[src/rtl/os_systolic_engine.sv]
// os_systolic_engine: output-stationary GEMM tile with on-chip input skew,
// run controller and row-serial drain of the stationary accumulators.
module os_systolic_engine #(
  parameter int DATA_WIDTH = 8,
  parameter int ACC_WIDTH  = 24,
  parameter int S_WIDTH    = 4,
  parameter int S_HEIGHT   = 4,
  parameter int K_MAX      = 64,
  localparam int KW = $clog2(K_MAX + 1),
  localparam int RW = S_HEIGHT > 1 ? $clog2(S_HEIGHT) : 1
) (
  input  logic                            i_clk,
  input  logic                            i_nrst,
  input  logic                            i_start,
  input  logic [KW-1:0]                   i_k_len,
  input  logic                            i_signed,
  input  logic                            i_in_valid,
  output logic                            o_in_ready,
  input  logic [S_HEIGHT*DATA_WIDTH-1:0]  i_ifmap,
  input  logic [S_WIDTH*DATA_WIDTH-1:0]   i_weight,
  output logic                            o_out_valid,
  input  logic                            i_out_ready,
  output logic [S_WIDTH*ACC_WIDTH-1:0]    o_psum,
  output logic [RW-1:0]                   o_row_idx,
  output logic                            o_last,
  output logic                            o_busy
);
  localparam int FW = $clog2(S_HEIGHT + S_WIDTH);
  typedef enum logic [1:0] {IDLE, LOAD, FLUSH, DRAIN} state_t;
  state_t          state_q, state_d;
  logic [KW-1:0]   k_len_q, k_len_d, cnt_q, cnt_d;
  logic [FW-1:0]   fcnt_q, fcnt_d;
  logic [RW-1:0]   row_q, row_d;
  logic            sgn_q, sgn_d;
  logic            start_ok, accept, row_last;
  assign start_ok = state_q == IDLE && i_start && i_k_len != '0;
  assign accept   = state_q == LOAD && i_in_valid;
  assign row_last = row_q == RW'(S_HEIGHT - 1);
  always_comb begin
    state_d = state_q;
    k_len_d = k_len_q;
    sgn_d   = sgn_q;
    cnt_d   = cnt_q;
    fcnt_d  = fcnt_q;
    row_d   = row_q;
    case (state_q)
      IDLE: if (start_ok) begin
        state_d = LOAD;
        k_len_d = i_k_len > KW'(K_MAX) ? KW'(K_MAX) : i_k_len;
        sgn_d   = i_signed;
        cnt_d   = '0;
        fcnt_d  = '0;
        row_d   = '0;
      end
      LOAD: if (accept) begin
        cnt_d = cnt_q + KW'(1);
        if (cnt_d == k_len_q) state_d = FLUSH;
      end
      FLUSH: begin
        fcnt_d = fcnt_q + FW'(1);
        if (fcnt_q == FW'(S_HEIGHT + S_WIDTH - 2)) state_d = DRAIN;
      end
      DRAIN: if (i_out_ready) begin
        row_d = row_last ? '0 : row_q + RW'(1);
        if (row_last) state_d = IDLE;
      end
      default: state_d = IDLE;
    endcase
  end
  always_ff @(posedge i_clk or negedge i_nrst) begin
    if (!i_nrst) begin
      state_q <= IDLE;
      k_len_q <= '0;
      sgn_q   <= 1'b0;
      cnt_q   <= '0;
      fcnt_q  <= '0;
      row_q   <= '0;
    end else begin
      state_q <= state_d;
      k_len_q <= k_len_d;
      sgn_q   <= sgn_d;
      cnt_q   <= cnt_d;
      fcnt_q  <= fcnt_d;
      row_q   <= row_d;
    end
  end
  logic [DATA_WIDTH-1:0] a_edge [S_HEIGHT];
  logic [DATA_WIDTH-1:0] b_edge [S_WIDTH];
  // Lane r (c) is delayed by r (c) cycles so operands of the same k meet in each PE.
  for (genvar r = 0; r < S_HEIGHT; r++) begin : g_askew
    logic [DATA_WIDTH-1:0] inj;
    assign inj = accept ? i_ifmap[r*DATA_WIDTH +: DATA_WIDTH] : '0;
    if (r == 0) begin : g_d0
      assign a_edge[r] = inj;
    end else begin : g_dn
      logic [DATA_WIDTH-1:0] sk_q [r];
      always_ff @(posedge i_clk or negedge i_nrst) begin
        if (!i_nrst) for (int j = 0; j < r; j++) sk_q[j] <= '0;
        else begin
          sk_q[0] <= inj;
          for (int j = 1; j < r; j++) sk_q[j] <= sk_q[j-1];
        end
      end
      assign a_edge[r] = sk_q[r-1];
    end
  end
  for (genvar c = 0; c < S_WIDTH; c++) begin : g_bskew
    logic [DATA_WIDTH-1:0] inj;
    assign inj = accept ? i_weight[c*DATA_WIDTH +: DATA_WIDTH] : '0;
    if (c == 0) begin : g_d0
      assign b_edge[c] = inj;
    end else begin : g_dn
      logic [DATA_WIDTH-1:0] sk_q [c];
      always_ff @(posedge i_clk or negedge i_nrst) begin
        if (!i_nrst) for (int j = 0; j < c; j++) sk_q[j] <= '0;
        else begin
          sk_q[0] <= inj;
          for (int j = 1; j < c; j++) sk_q[j] <= sk_q[j-1];
        end
      end
      assign b_edge[c] = sk_q[c-1];
    end
  end
  logic [DATA_WIDTH-1:0] a_w   [S_HEIGHT][S_WIDTH];
  logic [DATA_WIDTH-1:0] b_w   [S_HEIGHT][S_WIDTH];
  logic [ACC_WIDTH-1:0]  acc_w [S_HEIGHT][S_WIDTH];
  for (genvar r = 0; r < S_HEIGHT; r++) begin : g_row
    for (genvar c = 0; c < S_WIDTH; c++) begin : g_pe
      logic [DATA_WIDTH-1:0]       a_in, b_in, a_q, b_q;
      logic [ACC_WIDTH-1:0]        acc_q;
      logic signed [DATA_WIDTH:0]  ax, bx;
      logic signed [2*DATA_WIDTH+1:0] prod;
      if (c == 0) begin : g_al
        assign a_in = a_edge[r];
      end else begin : g_ai
        assign a_in = a_w[r][c-1];
      end
      if (r == 0) begin : g_bt
        assign b_in = b_edge[c];
      end else begin : g_bi
        assign b_in = b_w[r-1][c];
      end
      // One extra bit lets a single signed multiplier serve both operand modes.
      assign ax   = {sgn_q & a_in[DATA_WIDTH-1], a_in};
      assign bx   = {sgn_q & b_in[DATA_WIDTH-1], b_in};
      assign prod = ax * bx;
      always_ff @(posedge i_clk or negedge i_nrst) begin
        if (!i_nrst) begin
          a_q   <= '0;
          b_q   <= '0;
          acc_q <= '0;
        end else begin
          a_q   <= a_in;
          b_q   <= b_in;
          acc_q <= start_ok ? '0 : acc_q + ACC_WIDTH'(prod);
        end
      end
      assign a_w[r][c]   = a_q;
      assign b_w[r][c]   = b_q;
      assign acc_w[r][c] = acc_q;
    end
  end
  logic [S_WIDTH*ACC_WIDTH-1:0] row_sel;
  always_comb begin
    row_sel = '0;
    for (int c = 0; c < S_WIDTH; c++) row_sel[c*ACC_WIDTH +: ACC_WIDTH] = acc_w[row_q][c];
  end
  assign o_in_ready  = state_q == LOAD;
  assign o_out_valid = state_q == DRAIN;
  assign o_busy      = state_q != IDLE;
  assign o_psum      = o_out_valid ? row_sel : '0;
  assign o_row_idx   = o_out_valid ? row_q : '0;
  assign o_last      = o_out_valid && row_last;
endmodule

[config.mk]
export PLATFORM = sky130hd
export DESIGN_NAME = os_systolic_engine
export DESIGN_NICKNAME = d
export VERILOG_FILES = /design/src/rtl/os_systolic_engine.sv
export SDC_FILE = /design/constraint.sdc
export NUM_CORES = 2
export LEC_CHECK = 0
export ABC_CLOCK_PERIOD_IN_PS = 7730
export CELL_PAD_IN_SITES_DETAIL_PLACEMENT = 1
export CELL_PAD_IN_SITES_GLOBAL_PLACEMENT = 2
export CORE_MARGIN = 8
export CORE_UTILIZATION = 39
export CTS_CLUSTER_DIAMETER = 30
export DETAILED_ROUTE_END_ITERATION = 16
export DONT_BUFFER_PORTS = 1
export GPL_TIMING_DRIVEN = 0
export PLACE_DENSITY_LB_ADDON = 0.2
export SETUP_SLACK_MARGIN = 0.02
export SYNTH_ARGS = -nofsm -noshare
export SYNTH_HDL_FRONTEND = slang
export SYNTH_SLANG_ARGS = --single-unit
[constraint.sdc]
create_clock -name i_clk -period 7.73 [get_ports i_clk]
set_input_delay 1.546 -clock i_clk [delete_from_list [all_inputs] [get_ports i_clk]]
set_output_delay 1.546 -clock i_clk [all_outputs]
set_load 0.02 [all_outputs]
After elaboration in Yosys (flattened, before gate mapping)
Index checks and enable logic that the tools add are counted.
{"block": "op_classes", "mux": 46, "bitwise_logic": 33, "mul": 16, "n_reduce_logical": 15, "add_sub_neg": 19, "magnitude_cmp": 2, "eq_ne": 12}
{"operator": "adder 24 bit", "count": 16}
{"operator": "2-to-1 mux 24 bit", "count": 16}
{"operator": "multiplier 9 x 9 -> 18 bit", "count": 16}
{"operator": "2-to-1 mux 96 bit", "count": 3}
{"operator": "binary-select mux 96 bit (select 2 bit)", "count": 1}
{"operator": "2-to-1 mux 8 bit", "count": 8}
{"operator": "AND 1 bit", "count": 32}
{"operator": "2-to-1 mux 7 bit", "count": 3}
{"operator": "2-to-1 mux 2 bit", "count": 10}
{"operator": "case mux 7 bit (2 select lines)", "count": 1}
{"operator": "inequality test 2 x 1 -> 1 bit (second input constant)", "count": 4}
{"operator": "case mux 2 bit (4 select lines)", "count": 1}
{"operator": "nonzero test 2 bit", "count": 4}
{"operator": "adder 7 x 1 -> 7 bit (second input constant)", "count": 1}
{"operator": "== test 7 bit", "count": 1}
{"operator": "> comparator 7 bit (second input constant)", "count": 1}
{"operator": "nonzero test 7 bit", "count": 1}
{"operator": "== test 2 bit (second input constant)", "count": 3}
{"operator": "case mux 3 bit (2 select lines)", "count": 1}
{"operator": "AND reduction 3 bit", "count": 2}
{"operator": "AND reduction 6 bit", "count": 1}
{"operator": "logical AND 1 bit", "count": 4}
{"operator": "inequality test 2 bit (second input constant)", "count": 2}
{"operator": "case mux 2 bit (2 select lines)", "count": 1}
{"operator": "9 further kinds", "count": 10}
{"block": "totals", "inputBits": 77, "out_inout_bits": 102, "regBits": 694, "wordCells": 201}

Longest topological paths before layout
{"block": "depth", "word_depth": 7, "mapped_depth": 34, "mapped_depth_nobuf": 32}

Least setup slack after synthesis
No wires, ideal clock.
{"block": "synth_path", "path_kind": "in2reg", "startpoint": "input port i_in_valid", "endpoint": "register g_row[0].g_pe[0].acc_q[23]", "t_arrival_ps": 8109, "n_path_buf": 1, "setup_ps": 132, "required_ps": 7598, "stages": 27, "path_slack_ps": -511, "path_cell_list": "and3_1 clkbuf_1 nand2_1 or2_2 fa_1 fa_1 inv_1 fa_1 fa_1 inv_1 fa_1 inv_1 ha_1 o21ai_0 nor2_1 or4_1 a311oi_2 xnor2_1 ha_1 a21oi_1 nand2_1 a221o_1 a311o_1 a41oi_1 o21ai_1 xnor2_1 nor2_1"}
{"block": "synth_via", "elab_chain_len": 6, "word_cells_on_any_way": 8, "cone_classes": "1 x add/sub; 1 x mul; 3 x mux; 2 x bitwise; 1 x reduce/logical"}
{"element": "start, declared", "line": "17", "source": "input logic i_in_valid,"}
{"element": "logical AND 1 bit (*)", "line": "37", "source": "assign accept = state_q == LOAD && i_in_valid;"}
{"element": "2-to-1 mux 8 bit (*)", "line": "109", "source": "assign inj = accept ? i_weight[c*DATA_WIDTH +: DATA_WIDTH] : '0;"}
{"element": "via g_bskew[0].inj[7]", "line": "108", "source": "logic [DATA_WIDTH-1:0] inj;"}
{"element": "AND 1 bit", "line": "145", "source": "assign bx = {sgn_q & b_in[DATA_WIDTH-1], b_in};"}
{"element": "multiplier 9 x 9 -> 18 bit (*)", "line": "146", "source": "assign prod = ax * bx;"}
{"element": "adder 24 bit (*)", "line": "155", "source": "acc_q <= start_ok ? '0 : acc_q + ACC_WIDTH'(prod);"}
{"element": "2-to-1 mux 24 bit (*)", "line": "155"}
{"element": "end signal, assigned", "line": "155"}
{"element": "end, declared", "line": "130", "source": "logic [ACC_WIDTH-1:0] acc_q;"}
Mark *: on every way through the listed nets, which the timed path passes. The rest lies on a longest branch.
A chain may end at the register's enable or synchronous reset.

Worst setup path after layout
{"block": "layout_path", "startpoint": "register sgn_q", "endpoint": "register g_row[3].g_pe[1].acc_q[23]"}
{"block": "layout_via", "elab_chain_len": 4, "word_cells_on_any_way": 5, "cone_classes": "1 x add/sub; 1 x mul; 1 x mux; 2 x bitwise"}
{"element": "start, declared", "line": "34", "source": "logic sgn_q, sgn_d;"}
{"element": "start signal, assigned", "line": "81", "source": "sgn_q <= sgn_d;"}
{"element": "AND 1 bit (on tied branches)", "line": "144, 145"}
{"element": "multiplier 9 x 9 -> 18 bit (*)", "line": "146"}
{"element": "adder 24 bit (*)", "line": "155"}
{"element": "2-to-1 mux 24 bit (*)", "line": "155"}
{"element": "end signal, assigned", "line": "155"}
{"element": "end, declared", "line": "130"}
Mark *: on every way between the ends. The rest lies on a longest branch, timed or not.

==> impl_summary.txt <==
----------------------------------------------------
[Clock network]
  Clock-pin slew on the worst setup and hold paths ... 0.05 ns
  Root cell of the clock tree ... clkbuf_16
  Sinks on Clock Net ... 694
  Clock buffer depth ... 3
  Number of buffers created by CTS ... 230
  Source-to-sink clock delay at the later pin of the worst-skew pair ... 0.88 ns
  CTS tree ... built
  # H-tree levels ... 4

[Place]
  Placement Cell Area ... 92380 um^2
  Worst slack at placement ... -3.143 ns
  Detailed placer's ending HPWL ... 241.6 mm
  Number of buffers added on ports ... 0
  Placed cells ... 12290
  Routability-driven placement congestion ratio ... 0.8725

[Critical path]
  Maximum cell stage delay along the critical path ... 0.55 ns
  Cell type group with the largest total delay on the critical path ... adder cells
  Critical path capture point type ... flip-flop
  Worst path most repeated cell ... fa_1
  Endpoint required time on the critical path ... 8.46 ns
  CP Buf/Inv Count ... 8
  Slowest-stage cell, CP ... fa_1
  Setup CP Type ... flip-flop to flip-flop
  Startpoint Class ... flip-flop
  Worst-path fanout max ... 6
  Worst Path Arrival ... 8.29 ns

[Global routing]
  GR Util All Layers ... 0.2447
  Overall overflow remaining after global route ... 0
  Initial antenna violation count ... 56
  First-pass GRT wire length ... 453.7 mm
  Via count of the first global-routing pass ... 75100
  Maximum number of pins on one net before global-route repair ... 695

[Power]
  Share of total power in the clock network ... 0.360
  Power per Cell Area ... 265.3 nW/um^2
  Internal power consumption ... 15.86 mW
  Total chip power ... 27.23 mW
  Part of the total power dissipated in combinational logic ... 0.415
  Relative contribution of sequential cells to total power ... 0.225
  Switching fraction of total power ... 0.4173
  Leakage power summed over all cells ... 51.61 nW
  Largest voltage drop on the vdd net ... 0.1972 mV
  Net switching power ... 11.36 mW

[Finish]
  Fraction of layout instances using a drive strength above 1 ... 0.08933
  Post-route core utilization ... 0.4562
  Final Net Count ... 11790
  Count of placed standard cells in the final layout, fillers left out ... 12820
  Non-Filler Cell Area, Final ... 102600 um^2
  Synth-to-Final Area Change ... 16.36%

[Route]
  Final antenna-violating net count ... 0
  Average wire per cell in the routed design ... 23.22 um
  Post-Route WL ... 297.6 mm
  Avg Vias per Cell ... 5.235
  DR vias ... 67100
  First-iteration detailed-routing DRC count ... 3184
  Total iterations of the first detailed-routing run ... 5
  DRC violation count after routing ... 0

[Logic synthesis]
  Share of the yosys chip area belonging to registers ... 0.1969
  Post-synth EDFFs ... 0
  Leading register cell type out of synthesis ... dfrtp_1
  Total of warnings raised by yosys ... 0
  Cells after synthesis ... 9287
  Cell variety after synth ... 92
  Register bit total from synthesis ... 694
  Share of async-settable or async-resettable flops after synthesis ... 1.000
  Number of nets produced by synthesis ... 11490
  Avg Synthesized Cell Area ... 9.495 um^2
  Area of the mapped netlist ... 88180 um^2

[Floorplan]
  # IOs ... 179
  Area of the core ... 224900 um^2
  Die area ... 241600 um^2
  Std cell rows ... 174
  Die height ... 491.5 um
  Starting density of the core ... 0.3921
  Chip Width ... 491.5 um

[STA]
  Least-Margin Pin Slew ... 2.342 ns
  Post-Route Setup TNS ... 0 ns
  Fin worst setup slack ... 0.1721 ns
  Hold violation total from the final report ... 0
  Total setup violations reported at the end of the flow ... 0
  Max_slew headroom ... -0.5613
  Hold slack final ... 0.3308 ns
  Portion of the clock cycle consumed by the worst path in the final layout ... 0.9777
  Worst Clk Skew ... 0.08429 ns
  Peak clock frequency supported by timing ... 132.3 MHz
  Setup repair after global routing missed its margin ... yes
  Number of pins exceeding their max-slew limit in the final report ... 210
  Time the final worst path needs with I/O delays and setup ... 7.558 ns

[Flow run]
  Max-cap check violation count ... 0

[Outcome]
  Violated checks ... max-slew violations
  Outcome ... finished, violations left

[Min path]
  Type of the worst min-delay path ... flip-flop to flip-flop

----------------------------------------------------
==> cells in the mapped netlist, types with 8 or more instances <==
| library cell | instances | area [um^2] |
|---|---|---|
| inv_1 | 1549 | 5814 |
| fa_1 | 1136 | 22740 |
| ha_1 | 985 | 12320 |
| nand2_1 | 775 | 2909 |
| dfrtp_1 | 694 | 17370 |
| and2_1 | 614 | 3841 |
| nor2_1 | 594 | 2230 |
| xnor2_1 | 411 | 3600 |
| a21oi_1 | 321 | 1607 |
| clkbuf_1 | 248 | 930.9 |
| o21ai_0 | 191 | 955.9 |
| xor2_1 | 190 | 1664 |
| nand3_1 | 164 | 820.8 |
| and3_1 | 157 | 982.2 |
| a21o_1 | 149 | 1119 |
| nand2b_1 | 144 | 900.9 |
| nor3_1 | 106 | 530.5 |
| nor2b_1 | 99 | 619.3 |
| mux4_2 | 96 | 2162 |
| o21a_1 | 77 | 578.1 |
| o21ai_1 | 52 | 260.3 |
| o21bai_1 | 51 | 382.9 |
| a211oi_1 | 45 | 337.8 |
| a31oi_1 | 42 | 262.8 |
| nand4_1 | 27 | 168.9 |
| or3_1 | 25 | 156.4 |
| buf_1 | 24 | 90.09 |
| o2111ai_1 | 23 | 201.4 |
| or2_2 | 21 | 131.4 |
| o31ai_1 | 20 | 150.1 |
| o41ai_1 | 20 | 175.2 |
| a211o_1 | 19 | 166.4 |
| o211ai_1 | 16 | 120.1 |
| o31a_1 | 15 | 131.4 |
| a41oi_1 | 11 | 96.34 |
| nand3b_1 | 11 | 82.58 |
| a221oi_1 | 8 | 70.07 |
| a41o_1 | 8 | 80.08 |
==> final timing paths <==
kind / end / cells after the start / slack [ns] / start
max: g_row[3].g_pe[1].acc_q[23]$_DFF_PN0_ / 32 / 0.17 / sgn_q$_DFFE_PN0P_
min reg2reg: g_bskew[3].g_dn.sk_q[15]$_DFF_PN0_ / 0 / 0.33 / g_bskew[3].g_dn.sk_q[23]$_DFF_PN0_
min: g_bskew[3].g_dn.sk_q[15]$_DFF_PN0_ / 0 / 0.33 / g_bskew[3].g_dn.sk_q[23]$_DFF_PN0_
max reg2reg: g_row[3].g_pe[1].acc_q[23]$_DFF_PN0_ / 32 / 0.17 / sgn_q$_DFFE_PN0P_
max in group asynchronous: g_row[0].g_pe[0].acc_q[19]$_DFF_PN0_ / 2 / 4.60 / i_nrst
min in group asynchronous: g_row[0].g_pe[2].acc_q[23]$_DFF_PN0_ / 0 / 0.40 / i_nrst
==> power by group through the flow <==
stage	sequential (mW)	clock (mW)	combinational, mW
6_report	6.14	9.79	11.3
3_5_place_dp	6.14	0	10.7
2_1_floorplan	5.28	0	7.38
4_1_cts	6.11	9.95	11.0
5_1_grt	6.23	10.2	12.5
3_3_place_gp	6.11	0	10.3
==> per-layer routing <==
layer,track usage,vias to the layer above,part of all wire
met3,0.04313,424,0.051
met2,0.4044,1274,0.47
li1,-,30570,-
met4,0.09895,8,0.044
met1,0.3189,34830,0.44
met5,0,-,0.00018
==> registers in the layout, indices dropped and copies added (netlist names) <==
| register | cells |
|---|---|
| g_row.g_pe.acc_q | 384 |
| g_row.g_pe.a_q | 96 |
| g_row.g_pe.b_q | 96 |
| g_askew.g_dn.sk_q | 32 |
| g_bskew.g_dn.sk_q | 32 |
| g_row.g_pe.b_in | 16 |
| g_row.g_pe.a_in | 16 |
| cnt_q | 7 |
| k_len_q | 7 |
| fcnt_q | 3 |
| row_q | 2 |
| state_q | 2 |
| sgn_q | 1 |
==> final cells by class <==
type                       count  area (um^2)
fill                       25310       122300
multi-input combinational   6765        65150
sequential                   694        17370
clock buffer                 292         6382
inverter                    1550         5833
tap                         2992         3744
clock inverter               137         1831
buffer                       271         1284
timing repair buffer          75        907.1
antenna                       43        107.6
==> cells by family (layout without fill, tap and decap cells) <==
| logic type | count (synthesis) | count (layout) | share of synthesized area |
|---|---|---|---|
| adder cells (fa/ha/maj) | 2121 | 2121 | 0.3977 |
| AO/OA/AOI/OAI | 1168 | 1168 | 0.08757 |
| AND/OR/NAND/NOR | 2770 | 2770 | 0.1545 |
| flip-flops | 694 | 694 | 0.1969 |
| other | 0 | 43 | 0 |
| buffers and inverters | 1828 | 2325 | 0.07790 |
| multiplexers | 103 | 103 | 0.02534 |
| XOR/XNOR | 603 | 603 | 0.06013 |
==> layout by cell type, fill, tap and decap left out, types with 38 or more instances in the layout <==
master	n
a211oi_1	42
a21o_1	149
a21oi_1	309
a31oi_1	38
and2_1	612
and3_1	149
buf_4	53
clkbuf_1	207
clkbuf_16	239
clkbuf_2	45
clkinv_2	44
dfrtp_1	689
diode_2	43
fa_1	1133
ha_1	970
inv_1	1535
mux4_2	96
nand2_1	772
nand2b_1	144
nand3_1	162
nor2_1	590
nor2b_1	97
nor3_1	104
o21a_1	77
o21ai_0	186
o21ai_1	50
o21bai_1	51
xnor2_1	378
xor2_1	186
==> timing repair <==
action,in CTS,in global routing
pin swaps,20,67
hold buffers,0,0
endpoints found under the hold margin,0,0
setup endpoints to repair,207,78
gates resized for setup,128,190
buffers inserted,10,43
cloned,0,4
Note: power is estimated with default switching activity, not from simulation.
